$ cat config.mk
export PLATFORM = sky130hd
export DESIGN_NAME = t_state_sequencer_flat
export DESIGN_NICKNAME = d
export VERILOG_FILES = /design/src/rtl/t_state_sequencer_if.sv /design/src/rtl/t_state_sequencer.sv /design/src/flat_wrapper.sv
export SDC_FILE = /design/constraint.sdc
export NUM_CORES = 1
export LEC_CHECK = 0
export CAP_MARGIN = 20
export CORE_MARGIN = 8
export CORE_UTILIZATION = 42
export CTS_BUF_LIST = sky130_fd_sc_hd__clkbuf_16
export CTS_CLUSTER_DIAMETER = 60
export CTS_CLUSTER_SIZE = 40
export DETAILED_ROUTE_END_ITERATION = 12
export PLACE_DENSITY = 0.77
export SYNTH_ARGS = -nofsm -noshare
export SYNTH_HDL_FRONTEND = slang
export SYNTH_SLANG_ARGS = --single-unit
$ cat constraint.sdc
create_clock -name Iclk -period 2.4 [get_ports Iclk]
set_input_delay 0.48 -clock Iclk [delete_from_list [all_inputs] [get_ports Iclk]]
set_output_delay 0.48 -clock Iclk [all_outputs]
set_load 0.1 [all_outputs]
$ cat src/rtl/t_state_sequencer_if.sv
// Control-bus bundle between the instruction sequencer and the receive/enable
// control: instruction/flag inputs, T-state lines, phase strobes and status.
interface t_state_sequencer_if;
  logic        run;
  logic [7:0]  ir;
  logic [3:0]  flags;

  logic        seq1;
  logic        seq2;
  logic        seq3;
  logic        seq4;
  logic        seq5;
  logic        seq6;

  logic        cpt4;
  logic        cpt5;
  logic        cpt6;
  logic        LD4;
  logic        LD5;
  logic        ST4;
  logic        ST5;
  logic        DATA4;
  logic        DATA5;
  logic        DATA6;
  logic        JMPR4;
  logic        JMP4;
  logic        JMP5;
  logic        JCON4;
  logic        JCON5;
  logic        JCON6;
  logic        CLR4;
  logic        DISP4;

  logic        last;
  logic        halted;
  logic [15:0] icount;

  modport master (
    output run, ir, flags,
    input  seq1, seq2, seq3, seq4, seq5, seq6,
    input  cpt4, cpt5, cpt6, LD4, LD5, ST4, ST5, DATA4, DATA5, DATA6,
    input  JMPR4, JMP4, JMP5, JCON4, JCON5, JCON6, CLR4, DISP4,
    input  last, halted, icount
  );

  modport slave (
    input  run, ir, flags,
    output seq1, seq2, seq3, seq4, seq5, seq6,
    output cpt4, cpt5, cpt6, LD4, LD5, ST4, ST5, DATA4, DATA5, DATA6,
    output JMPR4, JMP4, JMP5, JCON4, JCON5, JCON6, CLR4, DISP4,
    output last, halted, icount
  );
endinterface

$ cat src/rtl/t_state_sequencer.sv
// T-state sequencer: 3-state fetch plus a 1..3 state execute, one-hot state,
// combinational phase strobes and a retired-instruction counter.
module t_state_sequencer (
  input  logic                 Iclk,
  input  logic                 rst_n,
  t_state_sequencer_if.slave   bus
);

  typedef enum logic [6:0] {
    IDLE = 7'b0000001,
    T1   = 7'b0000010,
    T2   = 7'b0000100,
    T3   = 7'b0001000,
    T4   = 7'b0010000,
    T5   = 7'b0100000,
    T6   = 7'b1000000
  } state_t;

  typedef enum logic [3:0] {
    C_ALU,
    C_LD,
    C_ST,
    C_DATA,
    C_JMPR,
    C_JMP,
    C_JCON,
    C_CLR,
    C_DISP
  } opclass_t;

  state_t      state;
  state_t      state_nxt;
  opclass_t    opclass;
  logic        taken;
  logic [2:0]  final_t;
  logic        last;
  logic [15:0] icount_q;

  logic s1, s2, s3, s4, s5, s6;

  // Number of the T-state that retires an instruction of the given class.
  function automatic logic [2:0] final_tstate(input opclass_t c, input logic tk);
    logic [2:0] f;
    f = 3'd6;
    unique case (c)
      C_ALU:  f = 3'd6;
      C_LD:   f = 3'd5;
      C_ST:   f = 3'd5;
      C_DATA: f = 3'd6;
      C_JMPR: f = 3'd4;
      C_JMP:  f = 3'd5;
      C_JCON: f = tk ? 3'd6 : 3'd5;
      C_CLR:  f = 3'd4;
      C_DISP: f = 3'd4;
      default: f = 3'd6;
    endcase
    return f;
  endfunction

  assign s1 = (state == T1);
  assign s2 = (state == T2);
  assign s3 = (state == T3);
  assign s4 = (state == T4);
  assign s5 = (state == T5);
  assign s6 = (state == T6);

  always_comb begin
    opclass = C_ALU;
    if (!bus.ir[7]) begin
      unique case (bus.ir[6:4])
        3'b000: opclass = C_LD;
        3'b001: opclass = C_ST;
        3'b010: opclass = C_DATA;
        3'b011: opclass = C_JMPR;
        3'b100: opclass = C_JMP;
        3'b101: opclass = C_JCON;
        3'b110: opclass = C_CLR;
        3'b111: opclass = C_DISP;
        default: opclass = C_ALU;
      endcase
    end
  end

  assign taken   = |(bus.ir[3:0] & bus.flags);
  assign final_t = final_tstate(opclass, taken);

  // Only execute states can retire; fetch states are never final.
  assign last = (s4 && (final_t == 3'd4)) ||
                (s5 && (final_t == 3'd5)) ||
                (s6 && (final_t == 3'd6));

  always_comb begin
    state_nxt = state;
    unique case (state)
      IDLE:    state_nxt = bus.run ? T1 : IDLE;
      T1:      state_nxt = T2;
      T2:      state_nxt = T3;
      T3:      state_nxt = T4;
      T4:      state_nxt = last ? (bus.run ? T1 : IDLE) : T5;
      T5:      state_nxt = last ? (bus.run ? T1 : IDLE) : T6;
      T6:      state_nxt = bus.run ? T1 : IDLE;
      default: state_nxt = IDLE;
    endcase
  end

  always_ff @(posedge Iclk or negedge rst_n) begin
    if (!rst_n) begin
      state <= IDLE;
    end else begin
      state <= state_nxt;
    end
  end

  always_ff @(posedge Iclk or negedge rst_n) begin
    if (!rst_n) begin
      icount_q <= 16'h0000;
    end else if (last) begin
      icount_q <= icount_q + 16'h0001;
    end
  end

  always_comb begin
    bus.cpt4  = 1'b0;
    bus.cpt5  = 1'b0;
    bus.cpt6  = 1'b0;
    bus.LD4   = 1'b0;
    bus.LD5   = 1'b0;
    bus.ST4   = 1'b0;
    bus.ST5   = 1'b0;
    bus.DATA4 = 1'b0;
    bus.DATA5 = 1'b0;
    bus.DATA6 = 1'b0;
    bus.JMPR4 = 1'b0;
    bus.JMP4  = 1'b0;
    bus.JMP5  = 1'b0;
    bus.JCON4 = 1'b0;
    bus.JCON5 = 1'b0;
    bus.JCON6 = 1'b0;
    bus.CLR4  = 1'b0;
    bus.DISP4 = 1'b0;
    unique case (opclass)
      C_ALU: begin
        bus.cpt4 = s4;
        bus.cpt5 = s5;
        bus.cpt6 = s6;
      end
      C_LD: begin
        bus.LD4 = s4;
        bus.LD5 = s5;
      end
      C_ST: begin
        bus.ST4 = s4;
        bus.ST5 = s5;
      end
      C_DATA: begin
        bus.DATA4 = s4;
        bus.DATA5 = s5;
        bus.DATA6 = s6;
      end
      C_JMPR: bus.JMPR4 = s4;
      C_JMP: begin
        bus.JMP4 = s4;
        bus.JMP5 = s5;
      end
      C_JCON: begin
        bus.JCON4 = s4;
        bus.JCON5 = s5;
        bus.JCON6 = s6 && taken;
      end
      C_CLR:  bus.CLR4  = s4;
      C_DISP: bus.DISP4 = s4;
      default: ;
    endcase
  end

  assign bus.seq1   = s1;
  assign bus.seq2   = s2;
  assign bus.seq3   = s3;
  assign bus.seq4   = s4;
  assign bus.seq5   = s5;
  assign bus.seq6   = s6;
  assign bus.last   = last;
  assign bus.halted = (state == IDLE);
  assign bus.icount = icount_q;

endmodule

$ cat src/flat_wrapper.sv
// flat-port wrapper written by rule: the top's interface ports become plain ports
module t_state_sequencer_flat 
  (Iclk, rst_n, bus_run, bus_ir, bus_flags, bus_seq1, bus_seq2, bus_seq3, bus_seq4, bus_seq5, bus_seq6, bus_cpt4, bus_cpt5, bus_cpt6, bus_LD4, bus_LD5, bus_ST4, bus_ST5, bus_DATA4, bus_DATA5, bus_DATA6, bus_JMPR4, bus_JMP4, bus_JMP5, bus_JCON4, bus_JCON5, bus_JCON6, bus_CLR4, bus_DISP4, bus_last, bus_halted, bus_icount);
  t_state_sequencer_if bus_i ();
  input  logic Iclk;
  input  logic rst_n;
  input wire logic [$bits(bus_i.run)-1:0] bus_run;
  input wire logic [$bits(bus_i.ir)-1:0] bus_ir;
  input wire logic [$bits(bus_i.flags)-1:0] bus_flags;
  output wire logic [$bits(bus_i.seq1)-1:0] bus_seq1;
  output wire logic [$bits(bus_i.seq2)-1:0] bus_seq2;
  output wire logic [$bits(bus_i.seq3)-1:0] bus_seq3;
  output wire logic [$bits(bus_i.seq4)-1:0] bus_seq4;
  output wire logic [$bits(bus_i.seq5)-1:0] bus_seq5;
  output wire logic [$bits(bus_i.seq6)-1:0] bus_seq6;
  output wire logic [$bits(bus_i.cpt4)-1:0] bus_cpt4;
  output wire logic [$bits(bus_i.cpt5)-1:0] bus_cpt5;
  output wire logic [$bits(bus_i.cpt6)-1:0] bus_cpt6;
  output wire logic [$bits(bus_i.LD4)-1:0] bus_LD4;
  output wire logic [$bits(bus_i.LD5)-1:0] bus_LD5;
  output wire logic [$bits(bus_i.ST4)-1:0] bus_ST4;
  output wire logic [$bits(bus_i.ST5)-1:0] bus_ST5;
  output wire logic [$bits(bus_i.DATA4)-1:0] bus_DATA4;
  output wire logic [$bits(bus_i.DATA5)-1:0] bus_DATA5;
  output wire logic [$bits(bus_i.DATA6)-1:0] bus_DATA6;
  output wire logic [$bits(bus_i.JMPR4)-1:0] bus_JMPR4;
  output wire logic [$bits(bus_i.JMP4)-1:0] bus_JMP4;
  output wire logic [$bits(bus_i.JMP5)-1:0] bus_JMP5;
  output wire logic [$bits(bus_i.JCON4)-1:0] bus_JCON4;
  output wire logic [$bits(bus_i.JCON5)-1:0] bus_JCON5;
  output wire logic [$bits(bus_i.JCON6)-1:0] bus_JCON6;
  output wire logic [$bits(bus_i.CLR4)-1:0] bus_CLR4;
  output wire logic [$bits(bus_i.DISP4)-1:0] bus_DISP4;
  output wire logic [$bits(bus_i.last)-1:0] bus_last;
  output wire logic [$bits(bus_i.halted)-1:0] bus_halted;
  output wire logic [$bits(bus_i.icount)-1:0] bus_icount;
  assign bus_i.run = bus_run;
  assign bus_i.ir = bus_ir;
  assign bus_i.flags = bus_flags;
  assign bus_seq1 = bus_i.seq1;
  assign bus_seq2 = bus_i.seq2;
  assign bus_seq3 = bus_i.seq3;
  assign bus_seq4 = bus_i.seq4;
  assign bus_seq5 = bus_i.seq5;
  assign bus_seq6 = bus_i.seq6;
  assign bus_cpt4 = bus_i.cpt4;
  assign bus_cpt5 = bus_i.cpt5;
  assign bus_cpt6 = bus_i.cpt6;
  assign bus_LD4 = bus_i.LD4;
  assign bus_LD5 = bus_i.LD5;
  assign bus_ST4 = bus_i.ST4;
  assign bus_ST5 = bus_i.ST5;
  assign bus_DATA4 = bus_i.DATA4;
  assign bus_DATA5 = bus_i.DATA5;
  assign bus_DATA6 = bus_i.DATA6;
  assign bus_JMPR4 = bus_i.JMPR4;
  assign bus_JMP4 = bus_i.JMP4;
  assign bus_JMP5 = bus_i.JMP5;
  assign bus_JCON4 = bus_i.JCON4;
  assign bus_JCON5 = bus_i.JCON5;
  assign bus_JCON6 = bus_i.JCON6;
  assign bus_CLR4 = bus_i.CLR4;
  assign bus_DISP4 = bus_i.DISP4;
  assign bus_last = bus_i.last;
  assign bus_halted = bus_i.halted;
  assign bus_icount = bus_i.icount;
  t_state_sequencer u_core (.Iclk(Iclk), .rst_n(rst_n), .bus(bus_i));
endmodule
==> results of run 1 <==
[power by group through the flow]
stage          Combinational (uW)  Sequential [uW]  Clock [uW]
6_report                     1580              584         358
5_1_grt                      1640              593         390
4_1_cts                      1560              580         363
3_5_place_dp                 1490              584           0
3_3_place_gp                 1470              580           0
2_1_floorplan                 631             1050           0
[worst max path at each step]
stage	to	slack [ps]	cells after the start
6_report	bus_last	-170	8
5_1_grt	bus_last	-210	8
4_1_cts	bus_last	-150	6
3_5_place_dp	u_core.bus.icount[4]	-720	9
3_3_place_gp	bus_last	-540	8
2_1_floorplan	bus_CLR4	-350	7
[Yosys cell counts, types with 2 or more instances]
library cell,number,area [sq um]
a21oi_1,3,15.0
a22oi_1,2,15.0
a32oi_1,2,17.5
and3_1,3,18.8
and4b_2,2,22.5
buf_1,2,7.51
buf_6,3,33.8
dfrtp_1,22,551
ha_1,3,37.5
inv_1,7,26.3
nand2_1,16,60.1
nand2b_1,2,12.5
nand3_1,5,25.0
nand3b_1,2,15.0
nand4_1,6,37.5
nor2_1,20,75.1
nor2b_1,6,37.5
nor3_1,12,60.1
nor3b_1,4,30.0
nor4_1,3,18.8
nor4_4,4,85.1
nor4b_1,2,17.5
nor4b_2,2,30.0
o21ai_0,7,35.0
xor2_1,16,140
[state kept, by name, indices dropped and copies added, names as in the netlist]
register           count
u_core.bus.icount     16
u_core.state           7
[final cells by class]
cell class	count	area [sq um]
repair buffers	104	1180
fillers	212	556
clock buffers	3	75.1
flip-flops and latches	23	579
multi-input cells	145	1480
well taps	50	62.6
inverters	7	33.8
clock inverters	1	5.00
[metal layers]
metal,track usage [%],up-vias
met5,0,-
met4,6.55,0
met3,3.24,15
met2,32.1,63
met1,21.7,880
li1,-,864
[cell families (layout without fill, tap and decap cells)]
family | count (synthesis) | count (layout) | share of synthesized area, %
simple gates | 102 | 102 | 38.5
compound gates | 23 | 23 | 11.9
flops | 23 | 23 | 33.3
xor+xnor | 16 | 16 | 8.10
buf+inv | 15 | 115 | 5.42
fa+ha+maj | 3 | 3 | 2.17
mux | 1 | 1 | 0.651
[metrics by stage]
stage | worst slack, ps | TNS [ps] | total power [uW]
after detailed placement | -719 | -15880 | 2080
final | -171 | -740 | 2520
after floorplan | -352 | -4730 | 1680
after global routing | -210 | -1590 | 2620
after global placement | -545 | -14140 | 2050
after CTS | -146 | -719 | 2510
[worst reg2reg max path: cells and delay by family (launching register included)]
| kind | cells | cell delay (ps) |
|---|---|---|
| compound gates | 1 | 210 |
| xor+xnor | 1 | 210 |
| buf+inv | 1 | 240 |
| flops | 1 | 370 |
| simple gates | 4 | 1200 |
[timing repair]
item,in CTS,in global routing
pin swaps,25,11
hold buffers,0,0
setup buffers,11,1
setup endpoints to repair,38,19
resized for setup,48,7
[placed cells by master, fill, tap and decap left out, drive strengths merged, types with 6 or more instances in the layout]
| cell type | count |
|---|---|
| buf | 93 |
| dfrtp | 22 |
| dlygate4sd2 | 8 |
| nand2 | 17 |
| nand4 | 6 |
| nor2 | 21 |
| nor2b | 6 |
| nor3 | 12 |
| nor4 | 7 |
| o21ai | 7 |
| xor2 | 16 |
==> results.toml, run 1 <==
[clock_tree]
h-tree-depth = 1
cts_buffers = 3
max-clock-path-buffers = 2
cts_tree = "done"
cts.sinks = 23
clk_latency_ps = 260
clockRootBuffer = "clkbuf_16"
path_clk_slew_ps = 60

[critical_path]
slowest_delay_ps = 320
r2r_end = "u_core.bus.icount[14]"
rrSetupSlack_ps = 90
slowest_stage = "nor4b_4"
arrival_ps = 2090
crit_start = "bus_ir[4]"
cp-end-kind = "output pin"
r2r-start = "u_core.state[1]"
path_cells = "buf_8, ha_2, nor2b_1, o21ai_0, a32oi_4, nor4b_4, nor2_4, buf_12"
cp.required_ps = 1920
path_delay_family = "simple AND/OR/NAND/NOR gates"
crit_buf_inv = 2
worst_r2r_path_depth = 7
path_max_fanout = 5
path_class = "input port to output pin"
startpoint_type = "input port"

[yosys]
async_flop_share_pct = 100
synth_warnings = 0
synth.avg_cell_area_sq_um = 9.46
seq_area_frac_synth_pct = 33.3
syn-cell-area_sq_um = 1730
netlist_instances = 183
synth_edf_count = 0
syn_nets = 201
synth_cell_types = 52
ys_seq_elements = 23
synth_ff_type = "dfrtp_1"

[route]
vias_per_cell = 5.47
ant_nets = 0
wl_met3_microns = 283
met1_length_mm = 2.37
drc = 0
dr_wl_met2_mm = 3.18
wl_mm = 5.99
vias = 1822
first_pass_iters = 4
highest_layer = "met4"
drt_iter0_drc = 64
wire_per_inst_microns = 18.0

[job]
cap_violations = 0

[sta]
worstMarginPinSlew_ps = 390
finalCritPeriodShare_pct = 107
finalCriticalPeriod_ps = 2570
max_freq_mhz = 389
slew_violations = 0
rsz0062_at_grt = "true"
timing.hold.ws_ps = 481
worst_slack_ps = -171
setup_viol = 11
finClkSkew_ps = 5.18
final-hold-violation-count = 0
slew-limit-headroom_pct = 74.0

[die]
start_util_pct = 43.6
core-area_sq_um = 3970
ios = 57
die_w_microns = 80.2
die_y_microns = 80.2
die-area_sq_um = 6430
rows = 23

[pwr]
intPower_uw = 1210
power_frac_seq_pct = 23.2
power.switching_uw = 1300
power.leakage_uw = 0.00146
p_clk_share_pct = 14.2
vdd_drop_max_uv = 1220
power_frac_comb_pct = 62.6
pwr_density_cell_nw_per_um2 = 737
netSwitchingFraction_pct = 51.7

[place]
dp.cells = 318
placed_area_sq_um = 3130
gp_congestion = 0.830
hpwl_mm = 4.34
port_buffers = 56

[cells_and_area]
area_delta_synth_final_pct = 97.4
nNetsFinal = 302
utilization_pct = 86.0
final_cell_count_no_fill = 333
design_area_sq_um = 3420
drive_gt1_share_pct = 62.2
antennaDiodeCount = 0

[global_route]
grt-ovfl-total = 0
grt_pass1_vias = 1889
grt_usage_pct = 18.3
grt_max_degree = 24
grt_first_pass_wirelength_mm = 9.43
antenna_found_initial = 0

[status]
violations = "negative setup slack"
outcome = "complete, but fails checks"

[hold_path]
hp-start = "u_core.bus.icount[15]"
hp-class = "flip-flop to flip-flop"
hold_path_end = "u_core.bus.icount[15]"
worstHoldPathCells = 1
(Power assumes the default switching activity.)
==> inputs of run 2 (changes only) <==
- CTS_CLUSTER_SIZE: 40 -> 16
==> results of run 2 <==
The final DEF is identical to that of run 1; final timing and power are the same.
